**src/rtl/jvm_pkg.sv**
```systemverilog
// Shared opcodes, FSM encoding and instruction field positions for the JVM decoder slice.
package jvm_pkg;

    localparam int OPC_HI = 15;
    localparam int OPC_LO = 8;
    localparam int IMM_HI = 7;
    localparam int IMM_LO = 0;

    localparam logic [7:0] OP_NOP       = 8'h00;
    localparam logic [7:0] OP_ICONST_M1 = 8'h02;
    localparam logic [7:0] OP_ICONST_0  = 8'h03;
    localparam logic [7:0] OP_ICONST_1  = 8'h04;
    localparam logic [7:0] OP_ICONST_2  = 8'h05;
    localparam logic [7:0] OP_ICONST_3  = 8'h06;
    localparam logic [7:0] OP_ICONST_4  = 8'h07;
    localparam logic [7:0] OP_ICONST_5  = 8'h08;
    localparam logic [7:0] OP_BIPUSH    = 8'h10;
    localparam logic [7:0] OP_POP       = 8'h57;
    localparam logic [7:0] OP_DUP       = 8'h59;
    localparam logic [7:0] OP_IADD      = 8'h60;
    localparam logic [7:0] OP_ISUB      = 8'h64;
    localparam logic [7:0] OP_IMUL      = 8'h68;
    localparam logic [7:0] OP_I2B       = 8'h91;

    typedef enum logic [1:0] {IDLE, DECODE, EXEC, WRITE} state_t;

    // Opcode classes; every instruction maps to exactly one.
    typedef enum logic [3:0] {
        K_NOP, K_PUSH, K_POP, K_DUP, K_ADD, K_SUB, K_MUL, K_I2B, K_ILL
    } kind_t;

endpackage

```
**src/rtl/jvm_operand_stack.sv**
```systemverilog
// LIFO register-array operand stack; pure storage, the caller guarantees legal operations.
module jvm_operand_stack #(
    parameter int DATA_W = 32,
    parameter int DEPTH  = 8
) (
    input  logic                       clk,
    input  logic                       reset,
    input  logic                       push,
    input  logic                       pop,
    input  logic                       pop2_push,
    input  logic                       replace_top,
    input  logic [DATA_W-1:0]          wdata,
    output logic [DATA_W-1:0]          top,
    output logic [DATA_W-1:0]          second,
    output logic [$clog2(DEPTH):0]     count
);
    localparam int IW = $clog2(DEPTH);
    localparam int CW = IW + 1;

    logic [DEPTH-1:0][DATA_W-1:0] mem;
    logic [IW-1:0] i_new, i_top, i_sec;

    // Index arithmetic wraps mod DEPTH, so a full stack still addresses its top correctly.
    assign i_new  = count[IW-1:0];
    assign i_top  = i_new - IW'(1);
    assign i_sec  = i_new - IW'(2);
    assign top    = (count != '0)      ? mem[i_top] : '0;
    assign second = (count >= CW'(2))  ? mem[i_sec] : '0;

    always_ff @(posedge clk) begin
        if (reset) begin
            mem   <= '0;
            count <= '0;
        end else if (push) begin
            mem[i_new] <= wdata;
            count      <= count + CW'(1);
        end else if (pop) begin
            count <= count - CW'(1);
        end else if (pop2_push) begin
            mem[i_sec] <= wdata;
            count      <= count - CW'(1);
        end else if (replace_top) begin
            mem[i_top] <= wdata;
        end
    end

endmodule

```
**src/rtl/jvm_bytecode_decoder.sv**
```systemverilog
// Fixed-latency JVM integer-subset decoder/executor; define JVM_IMUL_EN to support imul (0x68).
module jvm_bytecode_decoder
    import jvm_pkg::*;
#(
    parameter int WIDTH_IN    = 16,
    parameter int DATA_W      = 32,
    parameter int STACK_DEPTH = 8
) (
    input  logic                           clk,
    input  logic                           reset,
    input  logic                           start_for_decoder,
    input  logic [WIDTH_IN-1:0]            data_for_decoder,
    output logic                           ready_from_decoder,
    output logic                           done,
    output logic [DATA_W-1:0]              stack_top,
    output logic [$clog2(STACK_DEPTH):0]   stack_count,
    output logic                           illegal_opcode,
    output logic                           stack_overflow,
    output logic                           stack_underflow
);
    localparam int CW = $clog2(STACK_DEPTH) + 1;
    localparam logic [CW-1:0] FULL = CW'(STACK_DEPTH);

    state_t state, state_next;
    kind_t  kind, kind_d;
    logic [WIDTH_IN-1:0] instr;
    logic [7:0]          opcode, imm;
    logic                under, over, under_d, over_d, fault;
    logic [DATA_W-1:0]   result, result_d, second;
    logic                push, pop, pop2_push, replace_top;

    assign opcode = instr[OPC_HI:OPC_LO];
    assign imm    = instr[IMM_HI:IMM_LO];
    assign fault  = under | over;

    always_ff @(posedge clk) begin
        if (reset) state <= IDLE;
        else       state <= state_next;
    end

    always_comb begin
        state_next = state;
        case (state)
            IDLE:    if (start_for_decoder) state_next = DECODE;
            DECODE:  state_next = EXEC;
            EXEC:    state_next = WRITE;
            default: state_next = IDLE;
        endcase
    end

    always_comb begin
        ready_from_decoder = (state == IDLE);
        done               = (state == WRITE);
        push               = 1'b0;
        pop                = 1'b0;
        pop2_push          = 1'b0;
        replace_top        = 1'b0;
        if (state == WRITE && !fault) begin
            push        = (kind == K_PUSH) || (kind == K_DUP);
            pop         = (kind == K_POP);
            pop2_push   = (kind == K_ADD) || (kind == K_SUB) || (kind == K_MUL);
            replace_top = (kind == K_I2B);
        end
    end

    always_comb begin
        kind_d = K_ILL;
        case (opcode) inside
            OP_NOP:                      kind_d = K_NOP;
            [OP_ICONST_M1:OP_ICONST_5]:  kind_d = K_PUSH;
            OP_BIPUSH:                   kind_d = K_PUSH;
            OP_POP:                      kind_d = K_POP;
            OP_DUP:                      kind_d = K_DUP;
            OP_IADD:                     kind_d = K_ADD;
            OP_ISUB:                     kind_d = K_SUB;
`ifdef JVM_IMUL_EN
            OP_IMUL:                     kind_d = K_MUL;
`endif
            OP_I2B:                      kind_d = K_I2B;
            default:                     kind_d = K_ILL;
        endcase
    end

    // Preconditions are judged against the count seen in DECODE; no other instruction is in flight.
    always_comb begin
        under_d = 1'b0;
        over_d  = 1'b0;
        case (kind_d)
            K_POP, K_I2B:        under_d = (stack_count == '0);
            K_ADD, K_SUB, K_MUL: under_d = (stack_count < CW'(2));
            K_DUP: begin
                under_d = (stack_count == '0);
                over_d  = (stack_count == FULL);
            end
            K_PUSH:              over_d  = (stack_count == FULL);
            default: ;
        endcase
    end

    always_comb begin
        result_d = '0;
        case (kind)
            K_PUSH:  result_d = (opcode == OP_BIPUSH) ? {{(DATA_W-8){imm[7]}}, imm}
                                                      : DATA_W'(opcode) - DATA_W'(3);
            K_DUP:   result_d = stack_top;
            K_ADD:   result_d = second + stack_top;
            K_SUB:   result_d = second - stack_top;
`ifdef JVM_IMUL_EN
            K_MUL:   result_d = second * stack_top;
`endif
            K_I2B:   result_d = {{(DATA_W-8){stack_top[7]}}, stack_top[7:0]};
            default: result_d = '0;
        endcase
    end

    always_ff @(posedge clk) begin
        if (reset) begin
            instr           <= '0;
            kind            <= K_NOP;
            under           <= 1'b0;
            over            <= 1'b0;
            result          <= '0;
            illegal_opcode  <= 1'b0;
            stack_overflow  <= 1'b0;
            stack_underflow <= 1'b0;
        end else begin
            if (state == IDLE && start_for_decoder) instr <= data_for_decoder;
            if (state == DECODE) begin
                kind  <= kind_d;
                under <= under_d;
                over  <= over_d;
            end
            if (state == EXEC) result <= result_d;
            if (state == WRITE) begin
                illegal_opcode  <= illegal_opcode  | (kind == K_ILL);
                stack_overflow  <= stack_overflow  | over;
                stack_underflow <= stack_underflow | under;
            end
        end
    end

    jvm_operand_stack #(.DATA_W(DATA_W), .DEPTH(STACK_DEPTH)) u_stack (
        .clk         (clk),
        .reset       (reset),
        .push        (push),
        .pop         (pop),
        .pop2_push   (pop2_push),
        .replace_top (replace_top),
        .wdata       (result),
        .top         (stack_top),
        .second      (second),
        .count       (stack_count)
    );

endmodule

```
**config.mk**
```make
export PLATFORM = sky130hd
export DESIGN_NAME = jvm_bytecode_decoder
export DESIGN_NICKNAME = d
export VERILOG_FILES = /design/src/rtl/jvm_pkg.sv /design/src/rtl/jvm_operand_stack.sv /design/src/rtl/jvm_bytecode_decoder.sv
export SDC_FILE = /design/constraint.sdc
export NUM_CORES = 1
export LEC_CHECK = 0
export BUFFER_PORTS_ARGS = -buffer_cell sky130_fd_sc_hd__buf_2
export CORE_MARGIN = 2
export CORE_UTILIZATION = 57
export CTS_BUF_LIST = sky130_fd_sc_hd__clkbuf_4 sky130_fd_sc_hd__clkbuf_8 sky130_fd_sc_hd__clkbuf_16
export CTS_CLUSTER_SIZE = 24
export DETAILED_ROUTE_END_ITERATION = 16
export PLACE_DENSITY_LB_ADDON = 0.1
export SYNTH_ARGS = -nofsm -noshare
export SYNTH_HDL_FRONTEND = slang
export SYNTH_SLANG_ARGS = --single-unit
```
**constraint.sdc**
```tcl
create_clock -name clk -period 6.4 [get_ports clk]
set_clock_uncertainty 0.1 [all_clocks]
set_input_delay 0.96 -clock clk [delete_from_list [all_inputs] [get_ports clk]]
set_output_delay 0.96 -clock clk [all_outputs]
set_load 0.02 [all_outputs]
```
==> results of run 1 <==
-- cell usage in the layout (no fill, tap or decap), types with 7 or more instances in the layout --
cell / n
nor2b_1: 10
nand3_1: 23
o21ai_0: 42
buf_4: 65
nand3b_1: 7
a211oi_1: 7
a221oi_1: 29
o22ai_1: 7
and2_1: 9
inv_1: 25
a22oi_1: 7
dfxtp_1: 317
nand2_1: 248
nor2_1: 346
clkbuf_16: 38
nor3_1: 26
a221o_1: 7
o211ai_1: 7
mux2i_1: 254
xor2_1: 26
o21a_1: 7
mux4_2: 93
a21o_1: 19
a21oi_1: 184
nand2b_1: 20
ha_1: 45
mux2_2: 12
a31oi_1: 13
clkbuf_4: 13
buf_2: 58
o221ai_1: 7
xnor2_1: 38
-- flip-flops by register name, summed over array words and instances (netlist names) --
signal / cells
instr: 16
over: 1
stack_overflow: 1
state: 2
under: 1
u_stack.count: 4
u_stack.mem: 256
stack_underflow: 1
illegal_opcode: 1
result: 32
kind: 4
-- cell type report --
type	instances	area, sq um
flip-flops and latches	319	6390
multi-input cells	1626	12100
clock inverters	6	68.8
repair buffers	131	941
inverters	29	113
well taps	448	561
clock buffers	54	1080
fillers	2860	12100
-- critical path: stages, from the launching register on --
cell and delay [ns]:
dfxtp_4 0.35, inv_1 0.05, buf_4 0.15, ha_4 0.30
buf_12 0.20, nor2b_2 0.24, a221o_1 0.37, a211oi_1 0.27
buf_4 0.17, nand4_1 0.13, and4bb_2 0.34, o2111ai_2 0.27
or2_2 0.43, o41ai_2 0.24, xor2_1 0.12, ha_1 0.37
inv_1 0.08, nor2_1 0.17, nand2_1 0.12, a2111o_1 0.37
o211a_1 0.20, o311a_1 0.39, o21bai_1 0.15, a21oi_1 0.10
xor2_1 0.14, o22ai_1 0.09
-- cell families after synthesis --
logic type      Yosys count  share of synthesized area [%]
fa+ha+maj                50                           3.35
xor+xnor                 66                           3.06
compound gates          403                           13.4
buf+inv                 217                           4.61
flops                   319                           33.4
mux                     365                           25.8
simple gates            741                           16.4
-- repair_timing --
item                                    in CTS  in global routing
endpoints found under the setup margin       0                  9
gates resized for setup                      0                 21
setup buffers                                0                  8
-- worst min path at each step --
stage / start / to / slack (ns) / depth (start not counted)
final: instr[6] / instr[6] / 0.36 / 2
after global routing: instr[3] / instr[3] / 0.39 / 2
after CTS: instr[6] / instr[6] / 0.36 / 2
after detailed placement: instr[6] / instr[6] / 0.35 / 2
after global placement: instr[2] / instr[2] / 0.34 / 2
after floorplan: instr[1] / instr[1] / 0.34 / 2
-- power groups by stage --
stage               clock [W]  sequential [W]  combinational [W]
floorplan                   0         0.00205           0.000215
global placement            0         0.00207           0.000276
detailed placement          0         0.00207           0.000281
CTS                   0.00206         0.00202           0.000282
global route          0.00214         0.00203           0.000314
finish                0.00203         0.00203           0.000290
-- through the flow --
stage	std cells	area, sq um	hold WS, ns	worst slack, ns
final	2613	21200	0.360	0.314
after CTS	2603	21000	0.361	0.0649
after floorplan	2161	19100	0.336	0.0369
after detailed placement	2543	19900	0.355	0.138
after global placement	2543	19900	0.344	0.236
after global routing	2613	21200	0.388	0.00510
-- per-layer routing --
layer	track usage [%]	vias to the layer above	part of all wire, %
li1	-	7648	-
met1	49.4	8315	42
met2	53.6	829	44
met3	8.46	129	11
met4	11.3	0	2.7
met5	0	-	0
==> impl_metrics.csv, run 1 <==
group,metric,value,unit
run_status,status,"finished, violations left",
run_status,violations,"capacitance limit",
timing,finalCriticalPeriod,6.09,ns
floorplan,die_x,187,microns
floorplan,ioPinCount,60,
layout,syn_to_final_growth,10.9,%
power,power.leakage,8.56,nW
global_route,grt_pass1_wl,96.1,mm
setup_path,crit_fanout,21,
power,p_clk_share,46.7,%
hold_path,hp-class,"reg -> reg",
clock_network,clk_pin_slew,0.06,ns
logic_synthesis,avgSynthCellArea,8.85,sq um
logic_synthesis,ys_seq_area_share,33.4,%
floorplan,core_area,0.0333,sq mm
logic_synthesis,synth_commonest_cells,"nor2_1 (348), dfxtp_1 (319), mux2i_1 (254), nand2_1 (250), a21oi_1 (186)",
setup_path,r2r_slack,0.31,ns
floorplan,rows,67,
timing,final-hold-violation-count,0,
global_route,grt_remaining_overflow,0,
detailed_routing,drt-initial-drc-count,1794,
layout,finish.utilization,63.7,%
place,port_buffers,59,
floorplan,die_h,187,microns
floorplan,start_util,57.5,%
place,post-dp-hpwl,42.0,mm
clock_network,tritoncts,"yes",
timing,relSlewSlack,1.75,%
logic_synthesis,synth_warnings,0,
setup_path,end_kind,"register",
global_route,grt_pass1_vias,16218,
setup_path,r2r-start,"u_stack.count[1]",
power,power_frac_comb,6.7,%
logic_synthesis,synth_flop_cell,"dfxtp_1",
logic_synthesis,syn_area,0.0191,sq mm
power,power.density,205,mW/mm^2
logic_synthesis,synth_top_area_share,33.4,%
clock_network,cts.path.max_buffers,3,
layout,diodes,0,
layout,drive_above_1_share,16.2,%
logic_synthesis,synth_top_area_cell,"dfxtp_1",
setup_path,worstPathArrival,6.40,ns
timing,fin_setup_tns,0,ns
detailed_routing,dr.pass1.iters,5,
detailed_routing,drt-vias-per-instance,6.48,
place,gp_congestion,0.968,
detailed_routing,routedWlPerCell,24.1,microns
clock_network,cts_buffers,36,
setup_path,cp.required,6.72,ns
logic_synthesis,ys_top_cells_by_area,"dfxtp_1 (33%), mux2i_1 (13%), mux4_2 (11%), nor2_1 (6.8%), nand2_1 (4.9%)",
clock_network,cts.htree.levels,2,
detailed_routing,wl,62.9,mm
logic_synthesis,synthArstFlopShare,0,%
setup_path,path_class,"reg -> reg",
timing,drv_slew,0,
logic_synthesis,synth_edf_count,0,
setup_path,reg2reg_depth,25,
power,netSwitchingFraction,24.7,%
global_route,grt_max_degree,194,
power,pwr-share-seq,46.6,%
logic_synthesis,synth.most_common_cell,"nor2_1",
global_route,antenna_found_initial,0,
clock_network,cts.sinks,319,
floorplan,die-area,0.0350,sq mm
logic_synthesis,synth-seq-cells,319,
power,p_sw,0.00107,W
clock_network,clock-root-buffer,"clkbuf_16",
timing,rsz0062_at_grt,"false",
clock_network,holdBufCountCts,0,
setup_path,startpoint,"u_stack.count[1]",
logic_synthesis,syn_inst,2161,
setup_path,worstSetupStartpointType,"register",
power,p_int,0.00327,W
power,power,0.00434,W
setup_path,r2r-end,"result[29]",
timing,setup_viol,0,
global_route,grt_usage,35.2,%
logic_synthesis,synth_nets,2230,
detailed_routing,drc,0,
timing,fmax,164,MHz
clock_network,clkLatencyLatePin,0.57,ns
detailed_routing,num_vias,16921,
layout,layout.nets,2212,
logic_synthesis,synth_cell_type_count,81,
timing,tightest_slew,1.47,ns
timing,period_share,95.1,%
setup_path,endpoint,"result[29]",
power,irDropWorstVdd,165,uV
run,cap_violations,1,
detailed_routing,drt.antenna.violating_nets,0,
(Power assumes the default switching activity.)
==> run 2, diff against run 1 <==
BUFFER_PORTS_ARGS = default   (was -buffer_cell sky130_fd_sc_hd__buf_2)
CORE_UTILIZATION = 59   (was 57)
DONT_BUFFER_PORTS = 1   (was default)
REMOVE_ABC_BUFFERS = 1   (was default)
==> run 2 against run 1 <==
Compared with the run above:
- the flow now finishes without violations
- count of clock-buffer cells in the layout shrank 4
- flip-flop and latch count unchanged
- utilization increased by 2.3 points
- non-clock buffer count decreased by 62
- critical path depth shrank 3
- total power grew 6.8%
- critical path type unchanged
- largest power group is now clock
==> impl_metrics.csv, run 2 (same netlist as run 1, synthesis figures left out) <==
group,metric,value,unit
run_status,status,"finished, final reports clean",
detailed_routing,dr.pass1.iters,8,
setup_path,end_kind,"register",
detailed_routing,num_vias,16554,
hold_path,hp-class,"reg -> reg",
power,irDropWorstVdd,200,uV
detailed_routing,routedWlPerCell,23.5,microns
layout,layout_commonest_cell,"nor2_1",
power,power.leakage,8.34,nW
global_route,antenna_found_initial,0,
floorplan,core_area,0.0317,sq mm
clock_network,clk_pin_slew,0.06,ns
clock_network,cts.sinks,319,
layout,diodes,0,
detailed_routing,wl,59.0,mm
floorplan,rows,65,
setup_path,path_class,"reg -> reg",
clock_network,clock-root-buffer,"clkbuf_16",
floorplan,die_x,184,microns
setup_path,crit_fanout,14,
floorplan,die_h,184,microns
layout,largest_reg_flops,256,
floorplan,die-area,0.0339,sq mm
layout,layout.nets,2151,
timing,fin_ws,0.224,ns
layout,nFillCells,2679,
global_route,grt_max_degree,314,
setup_path,cpPeakStageDelay,0.47,ns
setup_path,worstSetupStartpointType,"register",
detailed_routing,drt.antenna.violating_nets,0,
setup_path,critPathSlowestCell,"ha_4",
floorplan,ioPinCount,60,
layout,stdcell_area,0.0209,sq mm
layout,drive_above_1_share,13.6,%
layout,reg.largest.list,"u_stack.mem (256), result (32), instr (16)",
clock_network,cts.path.max_buffers,3,
global_route,grt_usage,34.9,%
detailed_routing,drc,0,
place,postPlaceCellArea,0.0195,sq mm
layout,syn_to_final_growth,9.51,%
clock_network,clkLatencyLatePin,0.53,ns
setup_path,cp.required,6.78,ns
clock_network,cts.htree.levels,2,
layout,mostFrequentLayoutCells,"nor2_1 (345), dfxtp_1 (317), mux2i_1 (254)",
place,pre_cts_slack,-0.000450,ns
global_route,grt_pass1_wl,92.4,mm
timing,setup_viol,0,
timing,tightest_slew,1.17,ns
layout,regMostFlops,"u_stack.mem",
timing,final-hold-violation-count,0,
detailed_routing,drt-vias-per-instance,6.59,
timing,fmax,162,MHz
floorplan,start_util,60.3,%
setup_path,worstPathArrival,6.55,ns
timing,drv_slew,0,
place,port_buffers,0,
global_route,grt_pass1_vias,16028,
power,power.density,221,mW/mm^2
place,gp_congestion,0.948,
timing,relSlewSlack,21.6,%
timing,period_share,96.5,%
global_route,grt_remaining_overflow,0,
power,power,0.00464,W
timing,finalCriticalPeriod,6.18,ns
clock_network,cts_buffers,38,
clock_network,tritoncts,"yes",
place,post-dp-hpwl,37.6,mm
setup_path,path_cells,"inv_1, buf_4, ha_4, mux2_2, a221o_1, a211oi_2, nand4_1, and4bb_2, o2111ai_2, or2_2, o21ai_0, xor2_1, ha_1, nand2_1, nor2_1, o211ai_1, a2111oi_0, nor2_1, o21ai_0, a21oi_1, nor4b_1, a221o_1",
run,cap_violations,0,
detailed_routing,drt-initial-drc-count,1791,
==> run 2: cell count changes in the layout (fill, tap and decap cells not counted), moves of 3 or more <==
cell | before | now
buf_2 | 58 | 0
bufinv_16 | 0 | 7
clkbuf_4 | 13 | 7
a211oi_1 | 7 | 4
a211oi_2 | 1 | 4
==> run 2: area by class of cell <==
cell class	count	area (sq um)	area share [%]
Sequential cell	319	6390	30.5
Timing Repair Buffer	69	572	2.73
Clock buffer	50	1070	5.12
Inverter	29	113	0.538
Multi-Input combinational cell	1625	12000	57.3
Tap cell	402	503	2.40
Clock inverter	18	300	1.43
==> run 2: final timing paths <==
check / cells past startpoint / slack, ns / end / from
max: 22 / 0.22 / result[30] / u_stack.count[1]
min: 2 / 0.36 / instr[1] / instr[1]
max reg2reg: 22 / 0.22 / result[30] / u_stack.count[1]
min reg2reg: 2 / 0.36 / instr[1] / instr[1]
==> run 2: power breakdown <==
part           total [W]  internal, W  switching, W
registers        0.00202      0.00200     0.0000221
logic           0.000254    0.0000903      0.000163
clock network    0.00236      0.00147      0.000890
==> run 2: what timing repair did <==
action,CTS,global route
setup endpoints to repair,3,7
setup buffers,4,5
hold buffers,0,0
resized for setup,0,9
pin swaps,0,1
==> run 2: per-layer routing <==
layer	track usage (%)	part of all wire, %
met1	48.4	43
met2	55.1	45
met3	6.58	9.0
met4	11.2	3.1
met5	0	0
==> run 2: worst max-delay path: cells and delay by family (launching register included) <==
kind,cells,cell delay [ns]
AO/OA/AOI/OAI,9,2.34
AND/OR/NAND/NOR,7,1.78
adder cells (fa/ha/maj),2,0.87
multiplexers,1,0.38
flip-flops,1,0.34
buffers and inverters,2,0.20
XOR/XNOR,1,0.11
==> run 2: stage by stage <==
| stage | util [%] | TNS, ns | hold slack, ns | cells |
|---|---|---|---|---|
| 2_1_floorplan | - | -1236.38 | 0.330 | 1973 |
| 3_3_place_gp | 61.4 | 0 | 0.350 | 2435 |
| 3_5_place_dp | 61.4 | -0.000450 | 0.358 | 2435 |
| 4_1_cts | 65.8 | 0 | 0.366 | 2507 |
| 5_1_grt | 66.0 | -0.00930 | 0.387 | 2512 |
| 6_report | 66.0 | 0 | 0.364 | 2512 |
